--- config.mk ---
export PLATFORM = sky130hd
export DESIGN_NAME = imm_gen_stage
export DESIGN_NICKNAME = d
export VERILOG_FILES = /design/src/rtl/imm_pkg.sv /design/src/rtl/imm_decode.sv /design/src/rtl/imm_gen_stage.sv
export SDC_FILE = /design/constraint.sdc
export NUM_CORES = 1
export LEC_CHECK = 0
export CAP_MARGIN = 20
export CORE_ASPECT_RATIO = 1.2
export CORE_MARGIN = 4
export CORE_UTILIZATION = 30
export CTS_BUF_LIST = sky130_fd_sc_hd__clkbuf_4
export CTS_CLUSTER_DIAMETER = 150
export DETAILED_ROUTE_END_ITERATION = 8
export HOLD_SLACK_MARGIN = 0.03
export PLACE_DENSITY = 0.53
export SETUP_SLACK_MARGIN = 0.15
export SLEW_MARGIN = 30
export SYNTH_ARGS = -nofsm -noshare
export SYNTH_HDL_FRONTEND = slang
export SYNTH_HIERARCHICAL = 1
export SYNTH_SLANG_ARGS = --single-unit
--- constraint.sdc ---
create_clock -name clk -period 6.1 [get_ports clk]
set_input_delay 0.915 -clock clk [delete_from_list [all_inputs] [get_ports clk]]
set_output_delay 0.915 -clock clk [all_outputs]
set_load 0.005 [all_outputs]
--- src/rtl/imm_pkg.sv ---
`default_nettype none
// ============================================================================
// Module      : imm_pkg
// Description : Shared types for the immediate-generation stage: format
//               codes, RV32I/RV64I major opcodes, the buffered entry record
//               and an extension helper.
// Revision    : 1.0 - initial release
// ============================================================================
package imm_pkg;

  // Entry fields are sized for the widest legal XLEN. Narrower builds use
  // the low XLEN bits and keep the upper bits at zero.
  localparam int IMM_XLEN_MAX = 64;

  typedef enum logic [2:0] {
    FMT_NONE  = 3'd0,
    FMT_I     = 3'd1,
    FMT_S     = 3'd2,
    FMT_B     = 3'd3,
    FMT_U     = 3'd4,
    FMT_J     = 3'd5,
    FMT_SHAMT = 3'd6
  } imm_fmt_e;

  localparam logic [6:0] OPC_OPIMM  = 7'b0010011;
  localparam logic [6:0] OPC_LOAD   = 7'b0000011;
  localparam logic [6:0] OPC_STORE  = 7'b0100011;
  localparam logic [6:0] OPC_BRANCH = 7'b1100011;
  localparam logic [6:0] OPC_JAL    = 7'b1101111;
  localparam logic [6:0] OPC_JALR   = 7'b1100111;
  localparam logic [6:0] OPC_LUI    = 7'b0110111;
  localparam logic [6:0] OPC_AUIPC  = 7'b0010111;
  localparam logic [6:0] OPC_SYSTEM = 7'b1110011;
  localparam logic [6:0] OPC_OP     = 7'b0110011;

  typedef struct packed {
    logic [IMM_XLEN_MAX-1:0] imm;
    imm_fmt_e                fmt;
    logic [IMM_XLEN_MAX-1:0] target;
    logic [IMM_XLEN_MAX-1:0] pc;
    logic                    illegal;
  } imm_entry_t;

  // Extend the low w bits of v to the full entry width, replicating bit
  // w-1 when sgn is set and filling with zeros otherwise.
  function automatic logic [IMM_XLEN_MAX-1:0] ext_bits(
    input logic [IMM_XLEN_MAX-1:0] v,
    input int unsigned             w,
    input logic                    sgn
  );
    logic [IMM_XLEN_MAX-1:0] r;
    r = v;
    for (int i = 0; i < IMM_XLEN_MAX; i++) begin
      if (i >= int'(w)) begin
        r[i] = sgn ? v[w-1] : 1'b0;
      end
    end
    return r;
  endfunction

endpackage
`default_nettype wire

--- src/rtl/imm_decode.sv ---
`default_nettype none
// ============================================================================
// Module      : imm_decode
// Description : Combinational immediate decoder. Extracts the immediate of
//               every base-ISA format, extends it to XLEN and precomputes
//               pc + imm.
// Ports       : i_instr  - raw 32-bit instruction word
//               i_pc     - PC of i_instr (XLEN bits)
//               o_entry  - decoded {imm, fmt, target, pc, illegal}
// Revision    : 1.0 - initial release
// ============================================================================
module imm_decode
  import imm_pkg::*;
#(
  parameter int XLEN     = 32,
  parameter int SIGN_EXT = 1,
  parameter int SHAMT_W  = 5
) (
  input  logic [31:0]     i_instr,
  input  logic [XLEN-1:0] i_pc,
  output imm_entry_t      o_entry
);

  localparam logic c_sgn = (SIGN_EXT != 0);

  logic [6:0]              w_opc;
  logic [2:0]              w_f3;
  logic [IMM_XLEN_MAX-1:0] w_imm64;
  imm_fmt_e                w_fmt;
  logic                    w_ill;
  logic [XLEN-1:0]         w_imm;
  logic [XLEN-1:0]         w_target;

  assign w_opc = i_instr[6:0];
  assign w_f3  = i_instr[14:12];

  always_comb begin
    w_imm64 = '0;
    w_fmt   = FMT_NONE;
    w_ill   = 1'b0;
    case (w_opc)
      OPC_OPIMM: begin
        if (w_f3 == 3'b001 || w_f3 == 3'b101) begin
          // Shift amount only; funct7/funct6 above it never leak in.
          w_imm64 = 64'(i_instr[20 +: SHAMT_W]);
          w_fmt   = FMT_SHAMT;
        end else begin
          w_imm64 = ext_bits(64'(i_instr[31:20]), 12, c_sgn);
          w_fmt   = FMT_I;
        end
      end
      OPC_LOAD, OPC_JALR, OPC_SYSTEM: begin
        w_imm64 = ext_bits(64'(i_instr[31:20]), 12, c_sgn);
        w_fmt   = FMT_I;
      end
      OPC_STORE: begin
        w_imm64 = ext_bits(64'({i_instr[31:25], i_instr[11:7]}), 12, c_sgn);
        w_fmt   = FMT_S;
      end
      OPC_BRANCH: begin
        w_imm64 = ext_bits(64'({i_instr[31], i_instr[7], i_instr[30:25],
                                i_instr[11:8], 1'b0}), 13, c_sgn);
        w_fmt   = FMT_B;
      end
      OPC_LUI, OPC_AUIPC: begin
        // The upper word is always a sign copy, even in zero-extend mode,
        // so RV64 LUI/AUIPC keep their architectural meaning.
        w_imm64 = {{32{i_instr[31]}}, i_instr[31:12], 12'h000};
        w_fmt   = FMT_U;
      end
      OPC_JAL: begin
        w_imm64 = ext_bits(64'({i_instr[31], i_instr[19:12], i_instr[20],
                                i_instr[30:21], 1'b0}), 21, c_sgn);
        w_fmt   = FMT_J;
      end
      OPC_OP: begin
        w_fmt = FMT_NONE;
      end
      default: begin
        w_ill = 1'b1;
      end
    endcase
  end

  assign w_imm    = w_imm64[XLEN-1:0];
  assign w_target = i_pc + w_imm;

  always_comb begin
    o_entry         = '0;
    o_entry.imm     = 64'(w_imm);
    o_entry.fmt     = w_fmt;
    o_entry.target  = 64'(w_target);
    o_entry.pc      = 64'(i_pc);
    o_entry.illegal = w_ill;
  end

  generate
    if (XLEN < IMM_XLEN_MAX) begin : g_narrow
      // Upper bits of the wide extension are meaningless in a narrow build.
      logic w_unused_hi;
      assign w_unused_hi = ^w_imm64[IMM_XLEN_MAX-1:XLEN];
    end
  endgenerate

endmodule
`default_nettype wire

--- src/rtl/imm_gen_stage.sv ---
`default_nettype none
// ============================================================================
// Module      : imm_gen_stage
// Description : Registered immediate-generation stage with valid/ready
//               handshake and a 2-entry skid buffer. Decode happens before
//               the buffer write; the head entry drives the outputs.
// Ports       : clk, rst                     - clock, sync active-high reset
//               in_valid/in_ready            - upstream handshake
//               in_instr, in_pc              - instruction and its PC
//               out_valid/out_ready          - downstream handshake
//               out_imm, out_fmt, out_target - decoded immediate, format,
//                                              pc + imm
//               out_pc, out_illegal          - PC passthrough, bad opcode
// Revision    : 1.0 - initial release
// ============================================================================
module imm_gen_stage
  import imm_pkg::*;
#(
  parameter int XLEN     = 32,
  parameter int SIGN_EXT = 1,
  parameter int SHAMT_W  = 5
) (
  input  logic            clk,
  input  logic            rst,
  input  logic            in_valid,
  output logic            in_ready,
  input  logic [31:0]     in_instr,
  input  logic [XLEN-1:0] in_pc,
  output logic            out_valid,
  input  logic            out_ready,
  output logic [XLEN-1:0] out_imm,
  output logic [2:0]      out_fmt,
  output logic [XLEN-1:0] out_target,
  output logic [XLEN-1:0] out_pc,
  output logic            out_illegal
);

  localparam logic [1:0] ST_EMPTY = 2'd0;
  localparam logic [1:0] ST_ONE   = 2'd1;
  localparam logic [1:0] ST_FULL  = 2'd2;

  imm_entry_t w_dec;
  imm_entry_t r_e0;   // head (oldest) entry, drives the outputs
  imm_entry_t r_e1;   // second entry, only valid in FULL
  logic [1:0] r_state;
  logic [1:0] w_state_nxt;
  logic       r_in_ready;
  logic       w_in_xfer;
  logic       w_out_xfer;
  logic       w_out_valid;

  imm_decode #(
    .XLEN     (XLEN),
    .SIGN_EXT (SIGN_EXT),
    .SHAMT_W  (SHAMT_W)
  ) u_decode (
    .i_instr (in_instr),
    .i_pc    (in_pc),
    .o_entry (w_dec)
  );

  assign w_out_valid = (r_state != ST_EMPTY);
  assign w_in_xfer   = in_valid && r_in_ready;
  assign w_out_xfer  = w_out_valid && out_ready;

  always_comb begin
    w_state_nxt = r_state;
    case (r_state)
      ST_EMPTY: if (w_in_xfer) w_state_nxt = ST_ONE;
      ST_ONE: begin
        if (w_in_xfer && !w_out_xfer)      w_state_nxt = ST_FULL;
        else if (!w_in_xfer && w_out_xfer) w_state_nxt = ST_EMPTY;
      end
      ST_FULL: if (w_out_xfer) w_state_nxt = ST_ONE;
      default: w_state_nxt = ST_EMPTY;
    endcase
  end

  always_ff @(posedge clk) begin
    if (rst) begin
      r_state    <= ST_EMPTY;
      r_in_ready <= 1'b1;
      r_e0       <= '0;
      r_e1       <= '0;
    end else begin
      r_state    <= w_state_nxt;
      // Registered from the next state so out_ready never reaches in_ready
      // through logic.
      r_in_ready <= (w_state_nxt != ST_FULL);
      case (r_state)
        ST_EMPTY: begin
          if (w_in_xfer) r_e0 <= w_dec;
        end
        ST_ONE: begin
          if (w_in_xfer && !w_out_xfer)     r_e1 <= w_dec;
          else if (w_in_xfer && w_out_xfer) r_e0 <= w_dec;
        end
        ST_FULL: begin
          if (w_out_xfer) r_e0 <= r_e1;
        end
        default: ;
      endcase
    end
  end

  assign in_ready    = r_in_ready;
  assign out_valid   = w_out_valid;
  assign out_imm     = r_e0.imm[XLEN-1:0];
  assign out_fmt     = r_e0.fmt;
  assign out_target  = r_e0.target[XLEN-1:0];
  assign out_pc      = r_e0.pc[XLEN-1:0];
  assign out_illegal = r_e0.illegal;

  generate
    if (XLEN < IMM_XLEN_MAX) begin : g_narrow
      logic w_unused_hi;
      assign w_unused_hi = ^{r_e0.imm[IMM_XLEN_MAX-1:XLEN],
                             r_e0.target[IMM_XLEN_MAX-1:XLEN],
                             r_e0.pc[IMM_XLEN_MAX-1:XLEN]};
    end
  endgenerate

endmodule
`default_nettype wire

==> results_dict.tcl <==
set metrics [dict create \
    seqPwrFrac 0.440 \
    avgSynthCellArea_um2 8.767 \
    r2r-end "out_pc[18]" \
    cp.arrival_ns 5.28 \
    dp.cells 1782 \
    via_per_inst 4.949 \
    wire_per_inst_um 18.14 \
    min_period_ns 4.688 \
    rows 76 \
    r2r_cells 5 \
    layout.nets 1473 \
    final_common_cell "nand2_1" \
    dieArea_um2 39940 \
    worst_clock_skew_ns 0.04948 \
    clock_latency_ns 0.72 \
    antenna_found_initial 2 \
    crit_end "out_target[31]" \
    setup_ws_ns 1.412 \
    critPathMaxFanout 11 \
    cts_tree "done" \
    syn-instance-count 1259 \
    p_int_uw 2334 \
    vias 9324 \
    p_leak_uw 0.005560 \
    pwr_density_cell_nw_per_um2 245.4 \
    clk_pin_slew_worst_paths_ns 0.06 \
    ctsHoldBuffers 0 \
    preCtsSetupSlack_ns 0.7236 \
    ir_drop_mv 0.1560 \
    maxCapViolations 0 \
    ant_nets 0 \
    start_kind "input pin" \
    wl_mm 34.18 \
    relSlewSlack 0.4147 \
    worst-setup-path-type "in2reg" \
    reg2reg_from "r_state[0]" \
    n_fill_cell 3743 \
    syn_to_final_growth_pct 21.47 \
    grt_pass1_wl_mm 51.88 \
    tightest_slew_ns 0.8780 \
    clockPowerShare 0.372 \
    io_pins 170 \
    first_iter_violations 490 \
    p_sw_uw 956.6 \
    die_h_um 218.1 \
    final_core_util 0.3711 \
    grt.total_usage 0.1639 \
    p_sw_frac 0.2907 \
    grt_pass1_vias 8978 \
    start_util 0.3055 \
    comb_power_share 0.188 \
    hpwl_mm 24.15 \
    ctsLongestPathBuffers 3 \
    cts_sinks 203 \
    post-cts-setup-buffers 0 \
    fin_crit_sh 0.7685 \
    die_x_um 183.1 \
    rsz0062_at_grt "false" \
    cp.required_ns 6.69 \
    drtPass1Iterations 5 \
    hold_ws_ns 0.4526 \
    rrSetupSlack_ns 3.47 \
    gp_congestion 0.8492 \
    core_um2 36130 \
    layout-drive-gt1-share 0.1528 \
    fmax_ghz 0.2133 \
    syn-cell-area_um2 11040 \
    hold_viol_final 0 \
    ys_warn_count 6 \
    cts.repair.resized 0 \
    synth_fp_nets 1359 \
    end_kind "register" \
    drc 0 \
    grt_overflow 0 \
    cts_made_buffers 57 \
    final-max-slew-violation-count 0 \
    fin_tns_setup_ns 0 \
    htreeDepth 2 \
    final_cells 1884 \
    layout_common_cells "223 x nand2_1, 203 x dfxtp_1, 168 x clkdlybuf4s50_1, 130 x a21oi_1, 127 x nor2_1" \
    setup-violations-final 0 \
    worstSetupStartpoint "in_instr[2]" \
    status "completed" \
    port_buffers 169 \
    hold_path_class "reg2reg" \
    cts_root_buffer "clkbuf_4" \
    grt_max_degree 97 \
]
registers in the layout, summed over array words and instances (netlist names):
signal and cells:
out_target 32, out_fmt 3, out_pc 32, in_ready 1
out_illegal 1, out_imm 32, r_state 2, r_e1 100
through the flow:
stage / power (µW) / area [µm²]
2_1_floorplan: 1852 / 11040
4_1_cts: 3369 / 13400
5_1_grt: 3484 / 13410
6_report: 3290 / 13410
3_5_place_dp: 2105 / 12700
3_3_place_gp: 2099 / 12670
power by group through the flow:
stage	clock network, µW	logic (µW)	registers (µW)
3_5_place_dp	0	628	1480
3_3_place_gp	0	622	1480
4_1_cts	1290	631	1450
6_report	1220	620	1450
2_1_floorplan	0	377	1470
5_1_grt	1350	675	1460
worst max-delay path, cell delays in order:
cell and delay (ns):
clkdlybuf4s50_1 0.64, nor2b_1 0.21, o21bai_1 0.13, a32oi_1 0.11, nor2_1 0.44, and2_1 0.43
a21o_1 0.28, ha_1 0.36, a21oi_1 0.33, o21ai_1 0.20, a211oi_1 0.32, o211ai_1 0.18
a31oi_1 0.24, xnor2_1 0.16, mux2i_1 0.11, a211oi_2 0.20
how the worst min path moves through the flow:
stage	startpoint	end	slack (ns)	depth (start not counted)
finish	r_e1[82]	r_e1[82]	0.45	2
global route	r_e1[141]	r_e1[141]	0.47	2
CTS	r_e1[9]	r_e1[9]	0.45	2
detailed placement	r_e1[137]	r_e1[137]	0.45	2
global placement	r_e1[137]	r_e1[137]	0.44	2
floorplan	r_e1[0]	r_e1[0]	0.44	2
metal layers:
metal	global-route usage	routed length [µm]	vias to the layer above
met5	0	0	-
met4	0.06458	1113	0
met3	0.03246	1846	52
met2	0.2765	16580	243
met1	0.2057	14640	4381
li1	-	-	4648
final cells by class:
class                      instances  area [µm²]  area share
multi-input combinational        919        6170      0.4602
sequential                       203        4064      0.3031
timing repair buffer             180        1836      0.1369
clock buffer                      86       645.6     0.04815
tap                              468       585.6     0.04367
clock inverter                    14       57.56    0.004293
inverter                          12       45.04    0.003359
antenna                            2       5.005   0.0003733
Power figures use the tool's default switching activity.
==> patch 1 (same flow settings) <==
Make the reset (`rst`) asynchronous in one clocked block. Comments in the files are not updated.
--- a/src/rtl/imm_gen_stage.sv
+++ b/src/rtl/imm_gen_stage.sv
@@ -78,3 +78,3 @@
 
-  always_ff @(posedge clk) begin
+  always_ff @(posedge clk or posedge rst) begin
     if (rst) begin
Check against the original RTL: not equivalent (a bounded check fails within 4 cycles, from zero or initial values and one cycle with rst high; the reset may be asserted at any time).
==> patch 1 against the unedited design <==
- count of clock-buffer cells in the layout is 3 higher
- sequential cell count unchanged
- routed wire length grew 2.3%
- utilization increased by 0.061 points
- setup slack worse by 0.20 ns
- synthesized area up 2.8%
- cell area grew 2.8%
- highest routed layer is now met5
Power is not compared: it rests on default switching activity, and its combinational part moved more than twofold at a synthesized area within 25%.
==> patch 1: results (changes against the unedited design) <==
* Status: finished clean (unchanged)
* Reg power frac at 39.9%
* DR pass1 iterations at 5 (unchanged)
* Largest net degree at the start of global routing at 110 (was 97)
* Power in the clock group at 1.25 mW
* Routability cong. at 0.887 (was 0.849)
* CP max FO at 11 (unchanged)
* Pleak at 5.85 nW
* YS warnings at 6 (unchanged)
* Slowest stage delay, CP at 0.63 ns
* Placed instance count at 1488 (was 1782)
* GR met2 Demand/Resource at 26.6% (was 27.6%)
* Clock Skew at 0.0613 ns (was 0.0495 ns)
* Switching power at 1.75 mW
* Critical path origin: in_instr[2] (unchanged)
* Met3 Usage GRT at 4.02% (was 3.25%)
* DR WL/cell at 22.0 microns (was 18.1 microns)
* Met2 wire len at 16200 microns (was 16600 microns)
* Final #Nets at 1173 (was 1473)
* Power density over cell area at 412 nW/um^2
* Met3 Wirelength at 1990 microns (was 1850 microns)
* Delay-heaviest family, CP: compound AO/OA/AOI/OAI gates (unchanged)
* Layout cells sized above 1 at 19.7% (was 15.3%)
* First-pass GRT wire length at 54000 microns (was 51900 microns)
* Vias per cell at 5.25 (was 4.95)
* Largest Register: r_e1 (unchanged)
* Launch point of the worst reg-to-reg path: in_ready (was r_state[0])
* Vias in the first global route at 8768 (was 8978)
* Initial antenna violation count at 3 (was 2)
* Via count at 8339 (was 9324)
* Max FFs per register at 100 (unchanged)
* Root buf cell: clkbuf_4 (unchanged)
* Buffer count from post-CTS setup fixing at 0 (unchanged)
* CTS H-tree depth at 2 (unchanged)
* Input/output buffers at 169 (unchanged)
* Arrival time worst endpoint at 5.45 ns (was 5.28 ns)
* Initial DRC Count at 466 (was 490)
* PostCTS Resize Cnt at 0 (unchanged)
* HP Class: primary input to async pin (was register to register)
* Reg clk slew, reported paths at 0.07 ns
* Num CTS Buffers at 56 (was 57)
* Worst-margin pin slew at 0.943 ns (was 0.878 ns)
* Slowest stage cell, crit path: clkdlybuf4s50_1 (unchanged)
* Clk buf depth at 3 (unchanged)
* Syn_nets at 1034 (was 1359)
* Max VDD drop at 0.189 mV
* Avg Inst Size Synth at 12.2 sq um (was 8.77 sq um)
* WL met1 at 15600 microns (was 14600 microns)
* Clk Latency, worst-skew pair at 0.73 ns
* Filler instances at 3634 (was 3743)
* Detailed-placement wirelength estimate at 23900 microns (was 24200 microns)
* M1 GR Usage at 22.4% (was 20.6%)
* GRT Util Overall at 16.8% (was 16.4%)
* Top Metal Used: met5 (was met4)
[patch 1: final cells by class]
type	count	area share, %
antenna	2	0.0363
clock buffer	89	4.85
clock inverter	9	0.254
inverter	13	0.381
multi-input combinational	617	40.1
sequential	203	36.9
tap	474	4.30
timing repair buffer	182	13.3
[patch 1: worst paths after layout]
| path | to | cells after the start | slack [ns] |
|---|---|---|---|
| worst min register to register | out_pc[23] | 1 | 0.49 |
| worst min-delay path | out_pc[13] | 2 | 0.49 |
| worst max register to register | r_e1[69] | 4 | 3.46 |
| worst max-delay path | out_target[30] | 17 | 1.21 |
| min in group clk | out_pc[23] | 1 | 0.49 |
| max in group asynchronous | r_state[0] | 4 | 4.28 |
[patch 1: through the flow]
stage | cell area [sq um] | util, % | worst slack (ns)
global placement | 13100 | 35.2 | 0.486
CTS | 13800 | 37.1 | 1.24
floorplan | 11400 | - | 1.63
global route | 13800 | 37.2 | 0.946
finish | 13800 | 37.2 | 1.21
detailed placement | 13100 | 35.2 | 0.475
==> patch 2 (same settings) <==
Without the edit above. `SHAMT_W` is set to 5 in 2 places; all go to 4.
--- a/src/rtl/imm_decode.sv
+++ b/src/rtl/imm_decode.sv
@@ -16,3 +16,3 @@
   parameter int SIGN_EXT = 1,
-  parameter int SHAMT_W  = 5
+  parameter int SHAMT_W  = 4
 ) (
--- a/src/rtl/imm_gen_stage.sv
+++ b/src/rtl/imm_gen_stage.sv
@@ -20,3 +20,3 @@
   parameter int SIGN_EXT = 1,
-  parameter int SHAMT_W  = 5
+  parameter int SHAMT_W  = 4
 ) (
Function: not settled (the Yosys comparison gave no result); the edit may change what the design does.
==> patch 2 against the unedited design <==
- non-clock buffer count fell by 2
- power rose by 1.1%
- routed wire length up 4.2%
- die area grew 0.79%
- cell area up 0.41%
- setup slack got worse by 0.043 ns
- global-route usage up 0.70 points
- fmax down 0.90%
- synthesized area rose by 0.83%
- sequential cell count unchanged
- via count is 1.3% higher
- largest cell class unchanged
- highest routed layer unchanged
==> patch 2: results (changes against the unedited design) <==
* Status: finished clean (unchanged)
* PostCTS Resize Cnt at 0 (unchanged)
* Largest Register: r_e1 (unchanged)
* Reg clk slew, reported paths at 0.06 ns (about the same)
* Slowest stage delay, CP at 0.70 ns (was 0.64 ns)
* Pre-CTS setup slack at 0.719 ns (was 0.724 ns)
* Hold Path Sink: r_e1[77] (was r_e1[82])
* Worst hold margin at 0.453 ns (about the same)
* Max FFs per register at 100 (unchanged)
* Input/output buffers at 169 (unchanged)
* Mapped Cells at 1274 (was 1259)
* Clk Latency, worst-skew pair at 0.71 ns
* DR WL/cell at 18.7 microns (was 18.1 microns)
* Total power at 3.33 mW (was 3.29 mW)
* CP max FO at 12 (was 11)
* Arrival time worst endpoint at 5.35 ns (was 5.28 ns)
* Slowest stage cell, crit path: clkdlybuf4s50_1 (unchanged)
* Routability cong. at 0.863 (was 0.849)
* CTS H-tree depth at 2 (unchanged)
* HP Class: register to register (unchanged)
* Fin crit share at 77.6% (was 76.9%)
* Largest net degree at the start of global routing at 113 (was 97)
* Layout cells sized above 1 at 15.3% (about the same)
* Placed instance count at 1801 (was 1782)
* Post-Layout Cell Count at 1903 (was 1884)
* Reg2reg end: out_target[1] (was out_pc[18])
* Cells on worst reg2reg path at 4 (was 5)
* Max VDD drop at 0.0920 mV (was 0.156 mV)
* Pleak at 5.58 nW (was 5.56 nW)
* Critical path origin: in_instr[6] (was in_instr[2])
* Clock Skew at 0.0353 ns (was 0.0495 ns)
* Mapped Area at 11100 sq um (was 11000 sq um)
* First-pass GRT wire length at 54100 microns (was 51900 microns)
* Net Sw Frac at 29.3% (was 29.1%)
* Buffer count from post-CTS setup fixing at 0 (unchanged)
* Syn_nets at 1374 (was 1359)
* Launch point of the worst reg-to-reg path: r_state[0] (unchanged)
* Hold_sp: r_e1[77] (was r_e1[82])
* Root buf cell: clkbuf_4 (unchanged)
* Num CTS Buffers at 56 (was 57)
* Initial DRC Count at 528 (was 490)
* Comb pwr at 0.634 mW (was 0.620 mW)
* Vias in the first global route at 9222 (was 8978)
* Reg2reg setup slack at 3.60 ns (was 3.47 ns)
* GRT Util Overall at 17.1% (was 16.4%)
* YS warnings at 6 (unchanged)
* Via count at 9445 (was 9324)
* Slew margin rel. at 42.0% (was 41.5%)
* CP endpoint: out_target[29] (was out_target[31])
* Seq. pwr at 1.45 mW (about the same)
* Detailed-placement wirelength estimate at 25400 microns (was 24200 microns)
* Area post-placement at 12700 sq um (about the same)
* Hold path depth at 2 (unchanged)
* Final #Nets at 1485 (was 1473)
patch 2: cell types whose count changed in the layout (fill, tap and decap cells not counted), sizes merged, moves of 5 or more:
cell / before / now
a21oi: 132 / 139
a211oi: 103 / 108
inv: 13 / 18
and2: 10 / 2
xnor2: 24 / 19
patch 2: metal layers:
metal  track usage [%]  vias to the layer above  wire, microns
li1                  -                     4699              -
met1              20.6                     4472          15100
met2              30.3                      219          18000
met3              2.82                       55           1450
met4              6.58                        0           1130
met5                 0                        -              0
patch 2: critical path: cells and delay by family:
family                     cells  cell delay, ns
AOI/OAI and AO/OA              8            2.02
and+or+nand+nor                4            1.20
buffers and inverters          1            0.70
adders and majority gates      1            0.36
muxes                          1            0.15
patch 2: final cells by class:
cell class | count | area (sq um)
antenna | 2 | 5.00
clock buffer | 89 | 668
clock inverter | 11 | 43.8
fill | 3792 | 23200
inverter | 16 | 60.1
multi-input combinational | 930 | 6240
sequential | 203 | 4060
tap | 474 | 593
timing repair buffer | 178 | 1790
